### src/rtl/axi4l_pkg.sv
// Shared AXI4-Lite definitions (response codes, bridge FSM encodings) used by the
// master and slave bridges.
package axi4l_pkg;

  localparam logic [1:0] RESP_OKAY   = 2'b00;
  localparam logic [1:0] RESP_EXOKAY = 2'b01;
  localparam logic [1:0] RESP_SLVERR = 2'b10;
  localparam logic [1:0] RESP_DECERR = 2'b11;

  typedef enum logic [1:0] {
    S_WIDLE = 2'd0,
    S_WADDR = 2'd1,
    S_WRESP = 2'd2
  } wr_state_e;

  typedef enum logic [1:0] {
    S_RIDLE = 2'd0,
    S_RADDR = 2'd1,
    S_RDATA = 2'd2
  } rd_state_e;

  // Byte-offset bits below the word address for a given AXI data width.
  function automatic int unsigned addr_ofs(input int unsigned data_width);
    return (data_width == 64) ? 32'd3 : 32'd2;
  endfunction

endpackage

### src/rtl/axi4l_timeout_cnt.sv
// Per-path response watchdog for axi4l_master_ipif; only compiled and instantiated
// when AXI4L_MASTER_TIMEOUT_EN is defined.
`ifdef AXI4L_MASTER_TIMEOUT_EN
module axi4l_timeout_cnt #(
  parameter int C_TIMEOUT = 1024
) (
  input  logic aclk,
  input  logic aresetn,
  input  logic clear,
  input  logic enable,
  output logic expired
);

  localparam int CW = $clog2(C_TIMEOUT + 1);

  logic [CW-1:0] cnt_q;
  logic [CW-1:0] cnt_d;

  // Count busy cycles, saturating at the limit; a new request restarts the count.
  always_comb begin
    cnt_d = cnt_q;
    if (clear) begin
      cnt_d = {CW{1'b0}};
    end else if (enable && (cnt_q != CW'(C_TIMEOUT))) begin
      cnt_d = cnt_q + CW'(1);
    end else begin
      cnt_d = cnt_q;
    end
  end

  // Counter register.
  always_ff @(posedge aclk) begin
    if (!aresetn) begin
      cnt_q <= {CW{1'b0}};
    end else begin
      cnt_q <= cnt_d;
    end
  end

  assign expired = enable && (cnt_q == CW'(C_TIMEOUT - 1));

endmodule
`endif

### src/rtl/axi4l_master_ipif.sv
// req/ack register interface to AXI4-Lite master with independent write and read paths.
// Optional per-path response watchdog: define AXI4L_MASTER_TIMEOUT_EN.
module axi4l_master_ipif
  import axi4l_pkg::*;
#(
  parameter  int C_ADDR_WIDTH = 12,
  parameter  int C_DATA_WIDTH = 32,
  parameter  int C_TIMEOUT    = 1024,
  localparam int OFS          = addr_ofs(C_DATA_WIDTH)
) (
  input  logic                      aclk,
  input  logic                      aresetn,
  input  logic                      wr_req,
  input  logic [C_ADDR_WIDTH-OFS-1:0] wr_addr,
  input  logic [C_DATA_WIDTH-1:0]   wr_data,
  input  logic [C_DATA_WIDTH/8-1:0] wr_be,
  output logic                      wr_ack,
  output logic [1:0]                wr_resp,
  output logic                      wr_busy,
  input  logic                      rd_req,
  input  logic [C_ADDR_WIDTH-OFS-1:0] rd_addr,
  output logic                      rd_ack,
  output logic [C_DATA_WIDTH-1:0]   rd_data,
  output logic [1:0]                rd_resp,
  output logic                      rd_busy,
  output logic [31:0]               m_axi_awaddr,
  output logic [2:0]                m_axi_awprot,
  output logic                      m_axi_awvalid,
  input  logic                      m_axi_awready,
  output logic [C_DATA_WIDTH-1:0]   m_axi_wdata,
  output logic [C_DATA_WIDTH/8-1:0] m_axi_wstrb,
  output logic                      m_axi_wvalid,
  input  logic                      m_axi_wready,
  input  logic [1:0]                m_axi_bresp,
  input  logic                      m_axi_bvalid,
  output logic                      m_axi_bready,
  output logic [31:0]               m_axi_araddr,
  output logic [2:0]                m_axi_arprot,
  output logic                      m_axi_arvalid,
  input  logic                      m_axi_arready,
  input  logic [C_DATA_WIDTH-1:0]   m_axi_rdata,
  input  logic [1:0]                m_axi_rresp,
  input  logic                      m_axi_rvalid,
  output logic                      m_axi_rready
);

  if ((C_DATA_WIDTH != 32) && (C_DATA_WIDTH != 64)) begin : g_bad_dw
    $error("axi4l_master_ipif: C_DATA_WIDTH must be 32 or 64");
  end
  if (C_TIMEOUT < 1) begin : g_bad_tmo
    $error("axi4l_master_ipif: C_TIMEOUT must be at least 1");
  end

  wr_state_e wr_state_q, wr_state_d;
  rd_state_e rd_state_q, rd_state_d;
  logic awvalid_q, awvalid_d, wvalid_q, wvalid_d, bready_q, bready_d;
  logic arvalid_q, arvalid_d, rready_q, rready_d;
  logic [31:0] awaddr_q, awaddr_d, araddr_q, araddr_d;
  logic [C_DATA_WIDTH-1:0] wdata_q, wdata_d, rd_data_q, rd_data_d;
  logic [C_DATA_WIDTH/8-1:0] wstrb_q, wstrb_d;
  logic wr_ack_q, wr_ack_d, rd_ack_q, rd_ack_d;
  logic wr_busy_q, wr_busy_d, rd_busy_q, rd_busy_d;
  logic [1:0] wr_resp_q, wr_resp_d, rd_resp_q, rd_resp_d;
  logic [31:0] wr_byte_addr_s, rd_byte_addr_s;
  logic wr_tmo_s, rd_tmo_s;

  assign wr_byte_addr_s = 32'(wr_addr) << OFS;
  assign rd_byte_addr_s = 32'(rd_addr) << OFS;

`ifdef AXI4L_MASTER_TIMEOUT_EN
  axi4l_timeout_cnt #(.C_TIMEOUT(C_TIMEOUT)) u_wr_tmo (
    .aclk(aclk), .aresetn(aresetn), .clear(wr_req && (wr_state_q == S_WIDLE)),
    .enable(wr_busy_q), .expired(wr_tmo_s));
  axi4l_timeout_cnt #(.C_TIMEOUT(C_TIMEOUT)) u_rd_tmo (
    .aclk(aclk), .aresetn(aresetn), .clear(rd_req && (rd_state_q == S_RIDLE)),
    .enable(rd_busy_q), .expired(rd_tmo_s));
`else
  assign wr_tmo_s = 1'b0;
  assign rd_tmo_s = 1'b0;
`endif

  // Write path: AW and W retire independently, then wait for B.
  always_comb begin
    wr_state_d = wr_state_q;
    awvalid_d  = awvalid_q;
    wvalid_d   = wvalid_q;
    bready_d   = bready_q;
    awaddr_d   = awaddr_q;
    wdata_d    = wdata_q;
    wstrb_d    = wstrb_q;
    wr_ack_d   = 1'b0;
    wr_resp_d  = wr_resp_q;
    case (wr_state_q)
      S_WIDLE: begin
        if (wr_req) begin
          wr_state_d = S_WADDR;
          awvalid_d  = 1'b1;
          wvalid_d   = 1'b1;
          awaddr_d   = wr_byte_addr_s;
          wdata_d    = wr_data;
          wstrb_d    = wr_be;
        end else begin
          wr_state_d = S_WIDLE;
        end
      end
      S_WADDR: begin
        awvalid_d = awvalid_q && !m_axi_awready;
        wvalid_d  = wvalid_q && !m_axi_wready;
        if (!awvalid_d && !wvalid_d) begin
          wr_state_d = S_WRESP;
          bready_d   = 1'b1;
        end else begin
          wr_state_d = S_WADDR;
        end
      end
      S_WRESP: begin
        if (m_axi_bvalid && bready_q) begin
          wr_state_d = S_WIDLE;
          bready_d   = 1'b0;
          wr_ack_d   = 1'b1;
          wr_resp_d  = m_axi_bresp;
        end else begin
          wr_state_d = S_WRESP;
        end
      end
      default: begin
        wr_state_d = S_WIDLE;
        awvalid_d  = 1'b0;
        wvalid_d   = 1'b0;
        bready_d   = 1'b0;
      end
    endcase
    // Watchdog recovery abandons the handshake; a real response in the same cycle wins.
    if (wr_tmo_s && !wr_ack_d) begin
      wr_state_d = S_WIDLE;
      awvalid_d  = 1'b0;
      wvalid_d   = 1'b0;
      bready_d   = 1'b0;
      wr_ack_d   = 1'b1;
      wr_resp_d  = RESP_DECERR;
    end else begin
      wr_resp_d  = wr_resp_d;
    end
    wr_busy_d = (wr_state_d != S_WIDLE);
  end

  // Read path: AR handshake, then wait for R.
  always_comb begin
    rd_state_d = rd_state_q;
    arvalid_d  = arvalid_q;
    rready_d   = rready_q;
    araddr_d   = araddr_q;
    rd_ack_d   = 1'b0;
    rd_data_d  = rd_data_q;
    rd_resp_d  = rd_resp_q;
    case (rd_state_q)
      S_RIDLE: begin
        if (rd_req) begin
          rd_state_d = S_RADDR;
          arvalid_d  = 1'b1;
          araddr_d   = rd_byte_addr_s;
        end else begin
          rd_state_d = S_RIDLE;
        end
      end
      S_RADDR: begin
        if (m_axi_arready) begin
          rd_state_d = S_RDATA;
          arvalid_d  = 1'b0;
          rready_d   = 1'b1;
        end else begin
          rd_state_d = S_RADDR;
        end
      end
      S_RDATA: begin
        if (m_axi_rvalid && rready_q) begin
          rd_state_d = S_RIDLE;
          rready_d   = 1'b0;
          rd_ack_d   = 1'b1;
          rd_data_d  = m_axi_rdata;
          rd_resp_d  = m_axi_rresp;
        end else begin
          rd_state_d = S_RDATA;
        end
      end
      default: begin
        rd_state_d = S_RIDLE;
        arvalid_d  = 1'b0;
        rready_d   = 1'b0;
      end
    endcase
    if (rd_tmo_s && !rd_ack_d) begin
      rd_state_d = S_RIDLE;
      arvalid_d  = 1'b0;
      rready_d   = 1'b0;
      rd_ack_d   = 1'b1;
      rd_data_d  = {C_DATA_WIDTH{1'b0}};
      rd_resp_d  = RESP_DECERR;
    end else begin
      rd_resp_d  = rd_resp_d;
    end
    rd_busy_d = (rd_state_d != S_RIDLE);
  end

  // State and output registers for both paths.
  always_ff @(posedge aclk) begin
    if (!aresetn) begin
      wr_state_q <= S_WIDLE;
      rd_state_q <= S_RIDLE;
      awvalid_q  <= 1'b0;
      wvalid_q   <= 1'b0;
      bready_q   <= 1'b0;
      arvalid_q  <= 1'b0;
      rready_q   <= 1'b0;
      awaddr_q   <= 32'd0;
      araddr_q   <= 32'd0;
      wdata_q    <= {C_DATA_WIDTH{1'b0}};
      wstrb_q    <= {(C_DATA_WIDTH/8){1'b0}};
      rd_data_q  <= {C_DATA_WIDTH{1'b0}};
      wr_ack_q   <= 1'b0;
      rd_ack_q   <= 1'b0;
      wr_busy_q  <= 1'b0;
      rd_busy_q  <= 1'b0;
      wr_resp_q  <= RESP_OKAY;
      rd_resp_q  <= RESP_OKAY;
    end else begin
      wr_state_q <= wr_state_d;
      rd_state_q <= rd_state_d;
      awvalid_q  <= awvalid_d;
      wvalid_q   <= wvalid_d;
      bready_q   <= bready_d;
      arvalid_q  <= arvalid_d;
      rready_q   <= rready_d;
      awaddr_q   <= awaddr_d;
      araddr_q   <= araddr_d;
      wdata_q    <= wdata_d;
      wstrb_q    <= wstrb_d;
      rd_data_q  <= rd_data_d;
      wr_ack_q   <= wr_ack_d;
      rd_ack_q   <= rd_ack_d;
      wr_busy_q  <= wr_busy_d;
      rd_busy_q  <= rd_busy_d;
      wr_resp_q  <= wr_resp_d;
      rd_resp_q  <= rd_resp_d;
    end
  end

  assign m_axi_awaddr  = awaddr_q;
  assign m_axi_awprot  = 3'b000;
  assign m_axi_awvalid = awvalid_q;
  assign m_axi_wdata   = wdata_q;
  assign m_axi_wstrb   = wstrb_q;
  assign m_axi_wvalid  = wvalid_q;
  assign m_axi_bready  = bready_q;
  assign m_axi_araddr  = araddr_q;
  assign m_axi_arprot  = 3'b000;
  assign m_axi_arvalid = arvalid_q;
  assign m_axi_rready  = rready_q;
  assign wr_ack        = wr_ack_q;
  assign wr_resp       = wr_resp_q;
  assign wr_busy       = wr_busy_q;
  assign rd_ack        = rd_ack_q;
  assign rd_data       = rd_data_q;
  assign rd_resp       = rd_resp_q;
  assign rd_busy       = rd_busy_q;

endmodule
### config.mk
export PLATFORM = sky130hd
export DESIGN_NAME = axi4l_master_ipif
export DESIGN_NICKNAME = d
export VERILOG_FILES = /design/src/rtl/axi4l_pkg.sv /design/src/rtl/axi4l_timeout_cnt.sv /design/src/rtl/axi4l_master_ipif.sv
export SDC_FILE = /design/constraint.sdc
export NUM_CORES = 1
export LEC_CHECK = 0
export CAP_MARGIN = 20
export CORE_MARGIN = 1.5
export CORE_UTILIZATION = 34
export DETAILED_ROUTE_END_ITERATION = 10
export PLACE_DENSITY = 0.74
export SLEW_MARGIN = 5
export SYNTH_ARGS = -nofsm -noshare
export SYNTH_HDL_FRONTEND = slang
export SYNTH_SLANG_ARGS = --single-unit
export TNS_END_PERCENT = 10
### constraint.sdc
create_clock -name aclk -period 1.33 [get_ports aclk]
set_clock_uncertainty 0.2 [all_clocks]
set_input_delay 0.1995 -clock aclk [delete_from_list [all_inputs] [get_ports aclk]]
set_output_delay 0.1995 -clock aclk [all_outputs]
set_load 0.01 [all_outputs]
==> summary.md, run 1 <==
| Metric | Value |
|---|---|
| Status | finished, violations left |
| Failing checks | negative setup slack |
| Metal-1 WL | 4580 µm |
| Nets@finish | 827 |
| Worst R2R Path Depth | 5 |
| I/O Pins | 252 |
| Cell Rows | 40 |
| Drt initial violations | 209 |
| Total die area | 0.0132 mm² |
| Port bufs | 201 |
| Clk_lat worst skew | 340 ps |
| Ant diodes | 0 |
| Final hold vios | 0 |
| Drt via density | 4.48 |
| Core Area | 0.0121 mm² |
| Crit. End Element | register |
| Crit path cell chain | nor3b_4 -> buf_12 -> buf_12 -> nand3_2 -> o21ai_1 |
| CP Class | register to register |
| Ys async rst share | 0% |
| Global route total overflow | 0 |
| Worst setup SP type | register |
| Hold Path Sink | m_axi_awaddr[6] |
| CP required | 1390 ps |
| Area leader, netlist | dfxtp_1 |
| Starting Density | 35.2% |
| Worst path slowest cell | dfxtp_2 |
| RSZ-0062 raised after global routing | yes |
| VDD IR-drop max | 553 µV |
| Drt drc | 0 |
| Post-synth top flop | dfxtp_1 |
| RR Endpoint | m_axi_wdata[11] |
| Sw Pwr | 1820 µW |
| Final WL | 11400 µm |
| First-pass GRT wire length | 17500 µm |
| Initial antenna violation count | 0 |
| DR vias | 4025 |
| Final worst slack | -46.7 ps |
| Post-Syn Instances | 518 |
| Met3 Wirelength | 860 µm |
| Max-cap violations | 0 |
| Class of the worst hold path | input pin to register |
| Post-synthesis cell type count | 26 |
| Post-Layout Cell Count | 899 |
| Area contributors post-synth | dfxtp_1 (49%), nand3_1 (11%), buf_4 (8.8%) |
| Area grow syn2layout | 53.5% |
| CTS tree | built |
| Die H | 115 µm |
| Pleak | 0.00270 µW |
| Most numerous cell in the Yosys netlist | dfxtp_1 |
| Power Density | 1110 mW/mm² |
| Internal power | 5410 µW |
| Yosys top cell area share | 49.4% |
| Antenna viol nets, final | 0 |
| Sequential-to-total area share from yosys stat | 49.4% |
| Top sig layer | met4 |
| Hold Startpoint | aresetn |
| Number of global-route vias before repair | 3770 |
| DP Area | 0.00644 mm² |
| Sequential share of power | 47.4% |
| WHS Path Cells | 4 |
| Clk network pwr share | 34.2% |
| Synth warnings | 0 |
| Routed wire per std cell | 12.7 µm |
| Post-synthesis average cell area | 8.22 µm² |
| Share of cells above drive strength 1 | 26.5% |
| Most instantiated cells after synthesis | dfxtp_1 (105), nand2_1 (95), nand3_1 (93) |
| CP peak stage delay | 340 ps |
| Root Buffer | clkbuf_16 |
| Met2 WL | 5750 µm |
| H-tree depth | 3 |
| Maximum clock insertion buffer count | 2 |
| GPL Wtd Cong | 0.789 |
| First-pass iteration count of the detailed router | 4 |
| CTS buffer count | 9 |
| Largest net degree at the start of global routing | 64 |
| Switch share | 25.2% |
| Cts hold-fix bufs | 0 |
| Worst path most repeated cell | buf_12 |
| Mapped cell area | 0.00426 mm² |
| Fin crit period | 1380 ps |
| Seq cells post-synth | 105 |
| Max Transition Viols Final | 0 |
| Flop2flop setup slack | -50 ps |
| Final cycle utilization of the critical path | 104% |
| GRT Total Usage | 16.6% |
| Clock-pin slew on the worst setup and hold paths | 70 ps |
| CTS sink count | 105 |
| Die width | 115 µm |
| Reg-to-Reg Start | wr_state_q[0] |
| Setup TNS | -555 ps |
| Setup violations, final | 39 |
| Placed Instances | 881 |
| Crit path DAT | 1430 ps |
| Fmax | 726 MHz |
| Design area | 0.00654 mm² |
| Crit path max fanout | 23 |
| Detailed placement HPWL | 8530 µm |
| EDFF count, synth | 0 |
| Logic pwr share | 18.4% |
-- sequential cells by signal, indices dropped and copies added (netlist names) --
register / cells
m_axi_wvalid: 1
m_axi_awvalid: 1
rd_state_q: 2
m_axi_wstrb: 4
wr_busy: 1
rd_ack: 1
rd_busy: 1
m_axi_wdata: 32
rd_data: 32
rd_resp: 2
wr_state_q: 2
m_axi_arvalid: 1
m_axi_araddr: 10
m_axi_bready: 1
m_axi_rready: 1
wr_resp: 2
m_axi_awaddr: 10
wr_ack: 1
-- what timing repair did --
item	in CTS	in global routing
endpoints found under the setup margin	167	172
pin swaps	2	3
buffers inserted	0	2
gates resized for setup	278	101
-- through the flow --
step                      hold WS (ps)  utilization [%]  total power, µW  setup slack (ps)
after floorplan                    130                -             4170             -11.6
after global placement             239             53.1             4860              -345
after detailed placement           241             53.1             4890              -423
after CTS                         96.4             55.8             7310             -48.9
after global routing               120             54.0             7560              -120
final                              112             54.0             7230             -46.7
-- critical path: cells and delay by family (launching register included) --
kind	cells	cell delay (ps)
AND/OR/NAND/NOR	2	320
AO/OA/AOI/OAI	1	90
buffers and inverters	2	340
flip-flops	1	340
-- power by group through the flow --
stage	registers [µW]	clock network [µW]	logic (µW)
4_1_cts	3420	2540	1350
5_1_grt	3450	2670	1440
6_report	3430	2480	1330
3_5_place_dp	3480	0	1400
3_3_place_gp	3480	0	1380
2_1_floorplan	3550	0	621
-- per-layer routing --
| metal | vias up | global-route usage [%] |
|---|---|---|
| met3 | 15 | 4.53 |
| met2 | 161 | 29.2 |
| met5 | - | 0 |
| li1 | 2054 | - |
| met1 | 1795 | 19.0 |
| met4 | 0 | 7.00 |
-- cells by family (layout without fill, tap and decap cells) --
| logic type | count (synthesis) | after routing | share of synthesized area (%) |
|---|---|---|---|
| buffers and inverters | 98 | 262 | 14.9 |
| DFF | 105 | 105 | 49.4 |
| other | 1 | 50 | 0.0880 |
| and+or+nand+nor | 203 | 203 | 22.2 |
| AOI/OAI and AO/OA | 110 | 110 | 13.2 |
| muxes | 1 | 1 | 0.235 |
-- area by class of cell --
| cell class | count | area, µm² |
|---|---|---|
| clock inverters | 2 | 12.5 |
| well taps | 168 | 210 |
| clock buffers | 14 | 264 |
| multi-input cells | 364 | 1720 |
| flip-flops and latches | 105 | 2150 |
| inverters | 4 | 15.0 |
| fillers | 1122 | 5580 |
| repair buffers | 242 | 2170 |
-- worst max-delay path by stage --
stage	end	depth (start not counted)	slack [ps]	from
2_1_floorplan	m_axi_wstrb[0]	6	-10	wr_state_q[1]
3_3_place_gp	m_axi_wdata[30]	6	-340	wr_req
3_5_place_dp	m_axi_wdata[25]	6	-420	wr_req
4_1_cts	rd_data[17]	5	-50	m_axi_rready
5_1_grt	rd_data[5]	5	-120	m_axi_rready
6_report	m_axi_wdata[11]	5	-50	wr_state_q[0]
-- placed cells by master (no fill, tap or decap), types with 4 or more instances in the layout --
| master | count |
|---|---|
| a21oi_1 | 7 |
| buf_12 | 8 |
| buf_2 | 25 |
| buf_4 | 27 |
| buf_6 | 7 |
| clkbuf_16 | 9 |
| clkbuf_2 | 38 |
| clkdlybuf4s15_1 | 4 |
| clkdlybuf4s15_2 | 34 |
| clkdlybuf4s50_1 | 98 |
| conb_1 | 50 |
| dfxtp_1 | 68 |
| dfxtp_2 | 37 |
| inv_1 | 4 |
| nand2_1 | 95 |
| nand3_1 | 91 |
| nand3b_1 | 4 |
| nor2_1 | 5 |
| o21ai_0 | 50 |
| o21ai_1 | 48 |
(Power assumes the default switching activity.)
==> run 2, diff against run 1 <==
CORE_MARGIN = 2   (was 1.5)
==> run 2 against run 1 <==
- total power grew 7.8%
- utilization grew 2.8 points
- the flow still finishes with violations (negative setup slack)
- critical path type unchanged
- combinational power grew 8%
- clock power grew 19%
- sequential cell count is the same
- via count grew 5.0%
==> summary.md, run 2 (synthesis gave the netlist of run 1 again) <==
| Metric | Value |
|---|---|
| Switch share | 24.5% |
| Number of global-route vias before repair | 3711 |
| Maximum clock insertion buffer count | 2 |
| Hold Path Sink | m_axi_wdata[22] |
| Hold Startpoint | aresetn |
| CTS sink count | 105 |
| Drt via density | 4.67 |
| Crit path DAT | 1410 ps |
| Pleak | 0.00282 µW |
| Clk_lat worst skew | 340 ps |
| Drt initial violations | 211 |
| Starting Density | 35.2% |
| Initial antenna violation count | 0 |
| Antenna viol nets, final | 0 |
| Setup violations, final | 13 |
| Fin crit period | 1340 ps |
| Total die area | 0.0134 mm² |
| RSZ-0062 raised after global routing | yes |
| First-pass iteration count of the detailed router | 4 |
| Port bufs | 201 |
| CP Class | register to register |
| Tot Pwr | 7800 µW |
| Commonest non-fill, non-tap cell in the layout | clkdlybuf4s50_1 |
| Design area | 0.00687 mm² |
| Fmax | 745 MHz |
| Drt drc | 0 |
| Area grow syn2layout | 61.4% |
| DR vias | 4228 |
| Clk network pwr share | 37.7% |
| Internal power | 5890 µW |
| Final cycle utilization of the critical path | 101% |
| CTS buffer count | 9 |
| Cell Rows | 40 |
| Status | finished, violations left |
| Root Buffer | clkbuf_16 |
| Max-cap violations | 0 |
| Sw Pwr | 1910 µW |
| Die H | 116 µm |
| Routed wire per std cell | 14.9 µm |
| CP startpoint | wr_state_q[1] |
| CTS tree | built |
| Most frequent cells in the layout | clkdlybuf4s50_1 (98), nand2_1 (95), dfxtp_1 (74) |
| Final hold vios | 0 |
| Failing checks | negative setup slack |
| Nets@finish | 834 |
| Final worst slack | -12.3 ps |
| Ant diodes | 0 |
| Flop2flop setup slack | -10 ps |
| Largest net degree at the start of global routing | 82 |
| Final WL | 13500 µm |
| GPL Wtd Cong | 0.768 |
| CP required | 1400 ps |
| GRT Total Usage | 16.7% |
| Worst R2R Path Depth | 5 |
| First-pass GRT wire length | 17800 µm |
| DP Area | 0.00631 mm² |
| Share of cells above drive strength 1 | 31.2% |
| Placed Instances | 873 |
| Global route total overflow | 0 |
| Clock-pin slew on the worst setup and hold paths | 70 ps |
| Class of the worst hold path | input pin to register |
| Worst setup SP type | register |
| Detailed placement HPWL | 8570 µm |
| I/O Pins | 252 |
| Power Density | 1130 mW/mm² |
| Sequential share of power | 43.9% |
| Die width | 116 µm |
| RR Endpoint | m_axi_wdata[12] |
| H-tree depth | 3 |
| Crit. End Element | register |
| VDD IR-drop max | 514 µV |
| Crit path max fanout | 10 |
| Core Area | 0.0121 mm² |
| Reg-to-Reg Start | wr_state_q[1] |
| Filler cells | 1100 |
| Cts hold-fix bufs | 0 |
| Max Transition Viols Final | 0 |
| Logic pwr share | 18.4% |
| WHS Path Cells | 3 |
| Post-Layout Cell Count | 905 |
==> run 2: cell count changes in the layout (fill, tap and decap cells not counted), moves of 6 or more <==
cell / before / now
o21ai_0: 50 / 25
o21ai_1: 48 / 64
dfxtp_1: 68 / 74
clkbuf_16: 9 / 15
o21ai_2: 0 / 9
nand3_1: 91 / 66
dfxtp_2: 37 / 31
nand3_2: 2 / 27
==> run 2: how the worst max path moves through the flow <==
stage                                 end  slack (ps)  depth (start not counted)
after global placement     m_axi_wdata[0]        -400                          5
after CTS                  m_axi_wdata[0]        -110                          4
after detailed placement   m_axi_wdata[0]        -500                          4
after floorplan            m_axi_wstrb[0]         -10                          6
after global routing      m_axi_awaddr[7]         -70                          5
final                     m_axi_wdata[12]         -10                          5
==> run 2: final cells by class <==
cell class	instances	area (µm²)	share of cell area (%)
tap	168	210	3.06
clock inverter	3	90.1	1.31
inverter	4	15.0	0.218
multi-input combinational	364	1890	27.4
timing repair buffer	249	2300	33.4
clock buffer	12	236	3.44
sequential	105	2140	31.1
==> run 2: power by group through the flow <==
stage / clock, µW / combinational [µW] / sequential, µW
CTS: 3010 / 1270 / 3420
detailed placement: 0 / 1330 / 3480
floorplan: 0 / 621 / 3550
global placement: 0 / 1300 / 3480
global route: 3130 / 1550 / 3440
finish: 2940 / 1430 / 3430
==> run 2: what timing repair did <==
| action | CTS | global route |
|---|---|---|
| cloned | 0 | 12 |
| resized for setup | 275 | 166 |
| pin swaps | 0 | 28 |
| setup buffers | 1 | 4 |
| setup endpoints to repair | 173 | 174 |
==> run 2: critical path: stages (launching register included) <==
cell and delay, ps:
dfxtp_2 340, nor3b_4 230, buf_6 170, buf_12 150, nand3_1 90, o21ai_1 100
==> run 2: through the flow <==
| step | TNS, ps | setup slack [ps] | utilization, % | hold slack [ps] |
|---|---|---|---|---|
| floorplan | -68.7 | -11.6 | - | 130 |
| global placement | -28980 | -400 | 52.1 | 235 |
| detailed placement | -33730 | -496 | 52.1 | 242 |
| CTS | -3010 | -106 | 55.3 | 84.0 |
| global route | -3770 | -68.8 | 56.8 | 127 |
| finish | -62.9 | -12.3 | 56.8 | 115 |
==> run 2: layer usage <==
| layer | vias up | part of all wire (%) | global-route usage, % |
|---|---|---|---|
| li1 | 2078 | - | - |
| met1 | 1957 | 40 | 19.6 |
| met2 | 172 | 50 | 28.6 |
| met3 | 21 | 7.5 | 4.97 |
| met4 | 0 | 1.9 | 6.98 |
| met5 | - | 0 | 0 |
==> run 3, diff against run 2 <==
--- a/config.mk
+++ b/config.mk
@@ -8,3 +8,2 @@
 export CAP_MARGIN = 20
-export CORE_MARGIN = 2
 export CORE_UTILIZATION = 34
==> constraint.sdc (replaced) <==
create_clock -name aclk -period 1.33 [get_ports aclk]
set_clock_uncertainty 0.2 [all_clocks]
set_input_delay 0.266 -clock aclk [delete_from_list [all_inputs] [get_ports aclk]]
set_output_delay 0.266 -clock aclk [all_outputs]
set_load 0.01 [all_outputs]
==> run 3 against run 2 <==
- the flow still finishes with violations (negative setup slack)
- combinational power down 9.8%
- sequential cell count unchanged
- first-iteration DRC count down 16%
- die area down 3.4%
- critical path depth unchanged
- total power down 6.6%
- final cell count down 1.7%
- sequential power about the same
==> summary.md, run 3 (synthesis gave the netlist of run 1 again) <==
| Metric | Value |
|---|---|
| Status | finished, violations left |
| Failing checks | negative setup slack |
| Number of global-route vias before repair | 3611 |
| First-pass GRT wire length | 17500 µm |
| Die width | 114 µm |
| CP Class | register to register |
| CP startpoint | wr_state_q[1] |
| DR vias | 4079 |
| Fmax | 732 MHz |
| RR Endpoint | m_axi_awaddr[10] |
| Seq. cell area | 0.00216 mm² |
| Worst setup endpoint | m_axi_awaddr[10] |
| Power Density | 1150 mW/mm² |
| Drt via density | 4.58 |
| Global route total overflow | 0 |
| VDD IR-drop max | 525 µV |
| Fin crit period | 1370 ps |
| Cts hold-fix bufs | 0 |
| Setup TNS | -515 ps |
| Clock-pin slew on the worst setup and hold paths | 70 ps |
| Drt drc | 0 |
| Maximum clock insertion buffer count | 2 |
| Crit path DAT | 1440 ps |
| Nets@finish | 818 |
| Most frequent cells in the layout | buf_2 (99), clkdlybuf4s50_1 (98), nand2_1 (95) |
| CTS tree | built |
| Max Transition Viols Final | 0 |
| CP required | 1410 ps |
| RSZ-0062 raised after global routing | yes |
| Pleak | 0.00276 µW |
| Worst R2R Path Depth | 5 |
| Commonest non-fill, non-tap cell in the layout | buf_2 |
| Die H | 114 µm |
| Port bufs | 201 |
| Drt initial violations | 178 |
| GPL Wtd Cong | 0.731 |
| Class of the worst hold path | input pin to register |
| Core Area | 0.0121 mm² |
| Share of cells above drive strength 1 | 28.8% |
| First-pass iteration count of the detailed router | 5 |
| Tot Pwr | 7280 µW |
| CTS buffer count | 9 |
| Flop2flop setup slack | -40 ps |
| Final cycle utilization of the critical path | 103% |
| Antenna viol nets, final | 0 |
| Detailed placement HPWL | 8260 µm |
| Reg-to-Reg Start | wr_state_q[1] |
| Final WL | 11700 µm |
| Initial antenna violation count | 0 |
| GRT Total Usage | 17.0% |
| Final hold vios | 0 |
| Final core utilization | 52.4% |
| Largest net degree at the start of global routing | 63 |
| Ant diodes | 0 |
| Clk_lat worst skew | 340 ps |
| Filler cells | 1186 |
| Area grow syn2layout | 48.9% |
| Final worst slack | -36.3 ps |
| Crit. End Element | register |
| Max-cap violations | 0 |
| Area of the multi-input gates | 0.00176 mm² |
| Worst setup SP type | register |
| Root Buffer | clkbuf_16 |
| CTS sink count | 105 |
| Crit path max fanout | 39 |
| I/O Pins | 252 |
| Setup violations, final | 37 |
| H-tree depth | 3 |
| Starting Density | 35.2% |
| Cell Rows | 40 |
| Routed wire per std cell | 13.1 µm |
| Total die area | 0.0130 mm² |
## run 3: worst min path at each step
stage | start | endpoint | depth (start not counted)
after CTS | aresetn | rd_data[31] | 4
after floorplan | rd_addr[8] | m_axi_araddr[10] | 2
after global placement | m_axi_wdata[19] | m_axi_wdata[19] | 2
final | aresetn | rd_resp[1] | 4
after detailed placement | m_axi_wdata[10] | m_axi_wdata[10] | 2
after global routing | aresetn | rd_resp[0] | 4
## run 3: timing repair
action | 4_1_cts | 5_1_grt
endpoints found under the setup margin | 179 | 84
resized for setup | 454 | 21
pin swaps | 5 | 2
cloned | 1 | 1
buffers inserted | 1 | 0
## run 3: layer usage
layer	part of all wire (%)	vias to the layer above	global-route usage, %
li1	-	2038	-
met1	41	1847	20.4
met2	49	179	28.5
met3	8.3	15	4.73
met4	1.7	0	6.93
met5	0	-	0
## run 3: final cells by class
class                           instances  area share (%)
Multi-Input combinational cell        364            27.7
Tap cell                              168            3.31
Timing Repair Buffer                  233            30.0
Clock buffer                           13            4.26
Inverter                                4           0.237
Clock inverter                          3           0.375
Sequential cell                       105            34.1
## run 3: metrics by stage
step / setup WS (ps) / hold slack, ps / cells / instance area [µm²]
finish: -36.3 / 154 / 890 / 6340
global route: -121 / 166 / 890 / 6340
CTS: -52.5 / 145 / 889 / 6260
detailed placement: -503 / 241 / 871 / 6360
global placement: -435 / 234 / 871 / 6360
floorplan: -11.6 / 196 / 567 / 4460
## run 3: where the power goes
group	switching (µW)	internal [µW]	total, µW
clock network	1140	1430	2570
registers	91.6	3330	3420
logic	640	645	1290
total	1880	5400	7280
## run 3: worst max-delay path: stages (launching register included)
cell and delay, ps:
dfxtp_2 340, nor3b_4 220, buf_6 170, buf_16 210
nand3_2 80, o21ai_1 80
